File: src/rtl/fir_pkg.sv
`default_nettype none
// ============================================================================
// Module   : fir_pkg
// Brief    : Shared widths, FSM encoding and Q1.15 arithmetic constants for
//            the time-multiplexed FIR engine.
// Revision : 1.0 - initial release
// ============================================================================
package fir_pkg;

  localparam int c_data_w  = 16;
  localparam int c_prod_w  = 32;
  localparam int c_frac    = 15;
  localparam int c_round   = 1 << 14;
  localparam int c_sat_max = 32767;
  localparam int c_sat_min = -32768;

  localparam logic [1:0] c_st_idle = 2'd0;
  localparam logic [1:0] c_st_mac  = 2'd1;
  localparam logic [1:0] c_st_out  = 2'd2;

  typedef enum logic [1:0] {
    ST_IDLE = c_st_idle,
    ST_MAC  = c_st_mac,
    ST_OUT  = c_st_out
  } fir_state_e;

endpackage
`default_nettype wire

File: src/rtl/multiplier.sv
`default_nettype none
// ============================================================================
// Module   : multiplier
// Brief    : Combinational 16x16 signed multiplier with full 32-bit product.
// Revision : 1.0 - initial release
// ============================================================================
module multiplier (
  input  logic signed [15:0] a,
  input  logic signed [15:0] b,
  output logic signed [31:0] p
);

  assign p = a * b;

endmodule
`default_nettype wire

File: src/rtl/fir_mac_sequencer.sv
`default_nettype none
// ============================================================================
// Module   : fir_mac_sequencer
// Brief    : Q1.15 FIR lowpass; one shared multiplier walks all taps per sample,
//            then a rounded, saturated result is presented until consumed.
// Revision : 1.0 - initial release
// ============================================================================
module fir_mac_sequencer
  import fir_pkg::*;
#(
  parameter int  TAPS  = 16,
  parameter int  ACC_W = 40,
  localparam int IDX_W = $clog2(TAPS)
) (
  input  logic                       clk,
  input  logic                       rst,
  input  logic                       in_valid,
  output logic                       in_ready,
  input  logic signed [c_data_w-1:0] in_data,
  output logic                       out_valid,
  input  logic                       out_ready,
  output logic signed [c_data_w-1:0] out_data,
  input  logic                       coef_we,
  input  logic [IDX_W-1:0]           coef_addr,
  input  logic signed [c_data_w-1:0] coef_data,
  output logic                       busy
);

  localparam logic signed [ACC_W-1:0] c_rnd_ext = ACC_W'(c_round);
  localparam logic signed [ACC_W-1:0] c_max_ext = ACC_W'(c_sat_max);
  localparam logic signed [ACC_W-1:0] c_min_ext = ACC_W'(c_sat_min);

  logic [1:0]                 r_state;
  logic [IDX_W-1:0]           r_idx;
  logic signed [ACC_W-1:0]    r_acc;
  logic signed [c_data_w-1:0] r_out;
  logic signed [c_data_w-1:0] r_x [TAPS];
  logic signed [c_data_w-1:0] r_c [TAPS];

  logic signed [c_prod_w-1:0] w_prod;
  logic signed [ACC_W-1:0]    w_prod_ext;
  logic signed [ACC_W-1:0]    w_sum;
  logic signed [ACC_W-1:0]    w_rnd;
  logic signed [ACC_W-1:0]    w_shr;
  logic signed [c_data_w-1:0] w_sat;
  logic                       w_idle;
  logic                       w_last;
  logic                       w_addr_ok;

  assign w_idle    = (r_state == c_st_idle);
  assign in_ready  = w_idle;
  assign out_valid = (r_state == c_st_out);
  assign busy      = !w_idle;
  assign out_data  = r_out;
  assign w_last    = (r_idx == IDX_W'(TAPS - 1));

  // Only non-power-of-two banks have addresses that fall outside the array.
  generate
    if (TAPS == (1 << IDX_W)) begin : g_addr_pow2
      assign w_addr_ok = 1'b1;
    end else begin : g_addr_npow2
      assign w_addr_ok = (coef_addr < IDX_W'(TAPS));
    end
  endgenerate

  multiplier u_mult (
    .a (r_x[r_idx]),
    .b (r_c[r_idx]),
    .p (w_prod)
  );

  // The final accumulate and the output rounding share one edge, so the
  // result is formed from the running sum plus the last product.
  assign w_prod_ext = {{(ACC_W - c_prod_w){w_prod[c_prod_w-1]}}, w_prod};
  assign w_sum      = r_acc + w_prod_ext;
  assign w_rnd      = w_sum + c_rnd_ext;
  assign w_shr      = w_rnd >>> c_frac;

  always_comb begin
    w_sat = w_shr[c_data_w-1:0];
    if (w_shr > c_max_ext) begin
      w_sat = c_data_w'(c_sat_max);
    end else if (w_shr < c_min_ext) begin
      w_sat = c_data_w'(c_sat_min);
    end
  end

  always_ff @(posedge clk or posedge rst) begin
    if (rst) begin
      r_state <= c_st_idle;
      r_idx   <= '0;
      r_acc   <= '0;
      r_out   <= '0;
    end else begin
      case (r_state)
        c_st_idle: begin
          if (in_valid) begin
            r_acc   <= '0;
            r_idx   <= '0;
            r_state <= c_st_mac;
          end
        end
        c_st_mac: begin
          r_acc <= w_sum;
          if (w_last) begin
            r_out   <= w_sat;
            r_state <= c_st_out;
          end else begin
            r_idx <= r_idx + IDX_W'(1);
          end
        end
        c_st_out: begin
          if (out_ready) begin
            r_state <= c_st_idle;
          end
        end
        default: r_state <= c_st_idle;
      endcase
    end
  end

  // Coefficient writes are honoured only while idle; anything else is dropped.
  always_ff @(posedge clk or posedge rst) begin
    if (rst) begin
      for (int k = 0; k < TAPS; k++) begin
        r_x[k] <= '0;
        r_c[k] <= '0;
      end
    end else begin
      if (w_idle && in_valid) begin
        r_x[0] <= in_data;
        for (int k = 1; k < TAPS; k++) begin
          r_x[k] <= r_x[k-1];
        end
      end
      if (w_idle && coef_we && w_addr_ok) begin
        r_c[coef_addr] <= coef_data;
      end
    end
  end

endmodule
`default_nettype wire

File: config.mk
export PLATFORM = sky130hd
export DESIGN_NAME = fir_mac_sequencer
export DESIGN_NICKNAME = d
export VERILOG_FILES = /design/src/rtl/fir_pkg.sv /design/src/rtl/multiplier.sv /design/src/rtl/fir_mac_sequencer.sv
export SDC_FILE = /design/constraint.sdc
export NUM_CORES = 2
export LEC_CHECK = 0
export BUFFER_PORTS_ARGS = -buffer_cell sky130_fd_sc_hd__buf_2
export CELL_PAD_IN_SITES_DETAIL_PLACEMENT = 1
export CELL_PAD_IN_SITES_GLOBAL_PLACEMENT = 1
export CORE_ASPECT_RATIO = 1.2
export CORE_MARGIN = 2
export CORE_UTILIZATION = 56
export DETAILED_ROUTE_END_ITERATION = 16
export MAX_ROUTING_LAYER = met4
export PLACE_DENSITY_LB_ADDON = 0.1
export SYNTH_ARGS = -nofsm -noshare
export SYNTH_HDL_FRONTEND = slang
export SYNTH_SLANG_ARGS = --single-unit
File: constraint.sdc
create_clock -name clk -period 33.2 [get_ports clk]
set_clock_uncertainty 0.15 [all_clocks]
set_input_delay 0 -clock clk [delete_from_list [all_inputs] [get_ports clk]]
set_output_delay 0 -clock clk [all_outputs]
set_load 0.02 [all_outputs]
==> reports/results.ini <==
[timing]
worst_slew_pin_slew_ns = 1.227
rsz0062_at_grt = false
setup_tns_ns = 0
fmax_ghz = 0.08246
fin_crit_sh = 0.3653
final-hold-violation-count = 0
period_needed_ns = 12.13
max_slew_margin = 0.1800
setup_viol_count_final = 0
finalMaxSlewViolations = 0

[layout]
multi_input_area_mm2 = 0.02205
final_nets = 3664
drive_gt1_frac = 0.2802
regArea_mm2 = 0.01438
fin_area_mm2 = 0.04217
syn_to_final_growth_pct = 9.522
fillCellCount = 6618

[logic_synthesis]
synthXorXnorAreaFrac = 0.01115
synth-main-ff-cell = dfrtp_1
syn_nets = 3604
synth_adder_area_share = 0.2096
netlist_area_mm2 = 0.03850
yosysWarnings = 0
seq_area_frac_synth = 0.3731
synth-compound-area-share = 0.04371
synth.area.top_cells = dfrtp_1 37%, fa_1 17%, mux2_2 16%, mux4_2 8.1%, inv_1 3.9%
synthCells = 3116
synth_cell_types = 79
async_reset_ff_frac = 1.000
yosysTopAreaCell = dfrtp_1
synth_top_family_by_area = multiplexers
yosys.area.top_type_share = 0.3731
avgSynthCellArea_um2 = 12.36
muxShareOfSynthArea = 0.2440
synthSimpleGateAreaFrac = 0.06330
synth-edff-count = 0
yosys_register_bits = 574

[route]
ant_nets = 0
wire_per_inst_um = 25.08
drtIter0Drc = 1388
drcViolationCount = 0
wl_um = 103500
dr.pass1.iters = 5
num_vias = 24692
drt-vias-per-instance = 5.980

[flow_run]
maxCapViolations = 0

[floorplanning]
initial_core_util = 0.5647
die_height_um = 291.2
rows = 105
core_area_mm2 = 0.06818
die_area_mm2 = 0.07087
fp.dieW_um = 243.4
num_io_pins = 60

[grt]
antenna_found_initial = 2
grt_first_pass_wirelength_um = 166200
grt.overflow.total = 0
grtUsageTotal = 0.3113
grt_max_degree = 198
grt_pass1_vias = 29041

[clocking]
path_clk_slew_ns = 0.07
cts_root_buf = clkbuf_16
clk_latency_ns = 0.65
cts_tree = done
cts_sinks = 574
htreeDepth = 2
clk_path_buf_depth = 3
ctsResizeCount = 0
cts_buffers = 59

[critical_path]
r2r_cells = 28
cp-start-kind = flop
cp_data_arrival_time_ns = 12.52
slowest_stage = dfrtp_4
crit_path_max_fanout = 45
required_ns = 33.59
path_class = flop to flop
max_stage_delay_ns = 1.01
crit_top_cell = fa_1
end_kind = flop

[status]
status = finished, final reports clean

[min_path]
min_path_cells = 3
hp-class = primary input to flop

[place]
hpwl_um = 72080
io_buffers = 59
dpl_cell_area_mm2 = 0.03973
place_congestion = 0.8618

## worst max-delay path, delay by kind of cell (launching register included)
kind | cells | cell delay [ns]
and+or+nand+nor | 5 | 1.92
buffers and inverters | 5 | 1.06
DFF | 1 | 1.01
xor gates and xnor gates | 1 | 0.47
muxes | 2 | 0.92
AOI/OAI and AO/OA | 8 | 2.98
adders and majority gates | 7 | 3.46
## cells in the mapped netlist (27+ instances only)
master	number
fa_1	330
mux4_2	139
clkbuf_1	127
nor2_1	176
xnor2_1	34
mux2_2	534
inv_1	403
o21ai_0	40
o22ai_1	27
dfrtp_1	574
ha_1	117
a21oi_1	38
nand2_1	205
## repair_timing
| action | CTS | global route |
|---|---|---|
| hold buffers | 53 | 0 |
| setup buffers | 0 | 0 |
| setup endpoints to repair | 0 | 0 |
| hold endpoints to repair | 396 | 0 |
## stage by stage
step           std cells    util  hold slack, ns  setup WS [ns]
4_1_cts             4125  0.6183        0.003987          21.01
6_report            4129  0.6184         0.01518          21.07
3_3_place_gp        3971  0.5826         0.05768          21.32
5_1_grt             4127  0.6184         0.01008          20.39
3_5_place_dp        3971  0.5826         0.07024          21.06
2_1_floorplan       3116       -        -0.04238          16.99
## worst paths after layout
path	slack [ns]	startpoint	to
setup reg to reg	21.07	r_idx[0]	out_data[8]
hold reg to reg	0.35	r_c[137]	r_c[137]
max in group asynchronous	29.12	rst	r_x[255]
setup / recovery	21.07	r_idx[0]	out_data[8]
min in group asynchronous	0.53	rst	r_acc[3]
hold / removal	0.02	in_data[8]	r_x[248]
## logic make-up (layout without fill, tap and decap cells)
group           after synthesis  after routing
mux                         698            698
flops                       574            574
buf+inv                     561            661
simple gates                542            542
fa+ha+maj                   447            447
compound gates              245            245
xor+xnor                     49             49
other cells                   0              4
## layer usage
metal  vias up  share of wire  GRT usage
met5         -              0          -
met4         0          0.035     0.1073
met3       207          0.029    0.03015
met2       489           0.54     0.5476
met1     13291           0.40     0.3756
li1      10705              -          -
## final cells by class
| class | count | area share |
|---|---|---|
| clock inverter | 16 | 0.003917 |
| inverter | 403 | 0.03605 |
| timing repair buffer | 157 | 0.02789 |
| sequential | 574 | 0.3409 |
| antenna | 4 | 0.0002374 |
| tap | 909 | 0.02697 |
| multi-input combinational | 1981 | 0.5228 |
| clock buffer | 85 | 0.04115 |
## registers in the layout, indices dropped and copies added, names as in the netlist
signal,flops
r_x,256
r_idx,4
r_acc,40
r_state,2
out_data,16
r_c,256
## cells in the final DEF (no fill, tap or decap), drive strengths merged, types with 28 or more instances in the layout
master,Yosys,routed
dfrtp,574,574
mux2,534,534
inv,403,407
fa,330,330
nand2,206,206
nor2,176,176
mux4,139,139
ha,117,117
buf,31,104
clkbuf,127,85
o21ai,64,64
dlygate4sd3,0,53
a21oi,38,38
xnor2,34,34
nor3,28,28
Power is left out: the tool's default activity adds up to more than one toggle a clock period on the data nets, which glitch-free logic cannot reach.
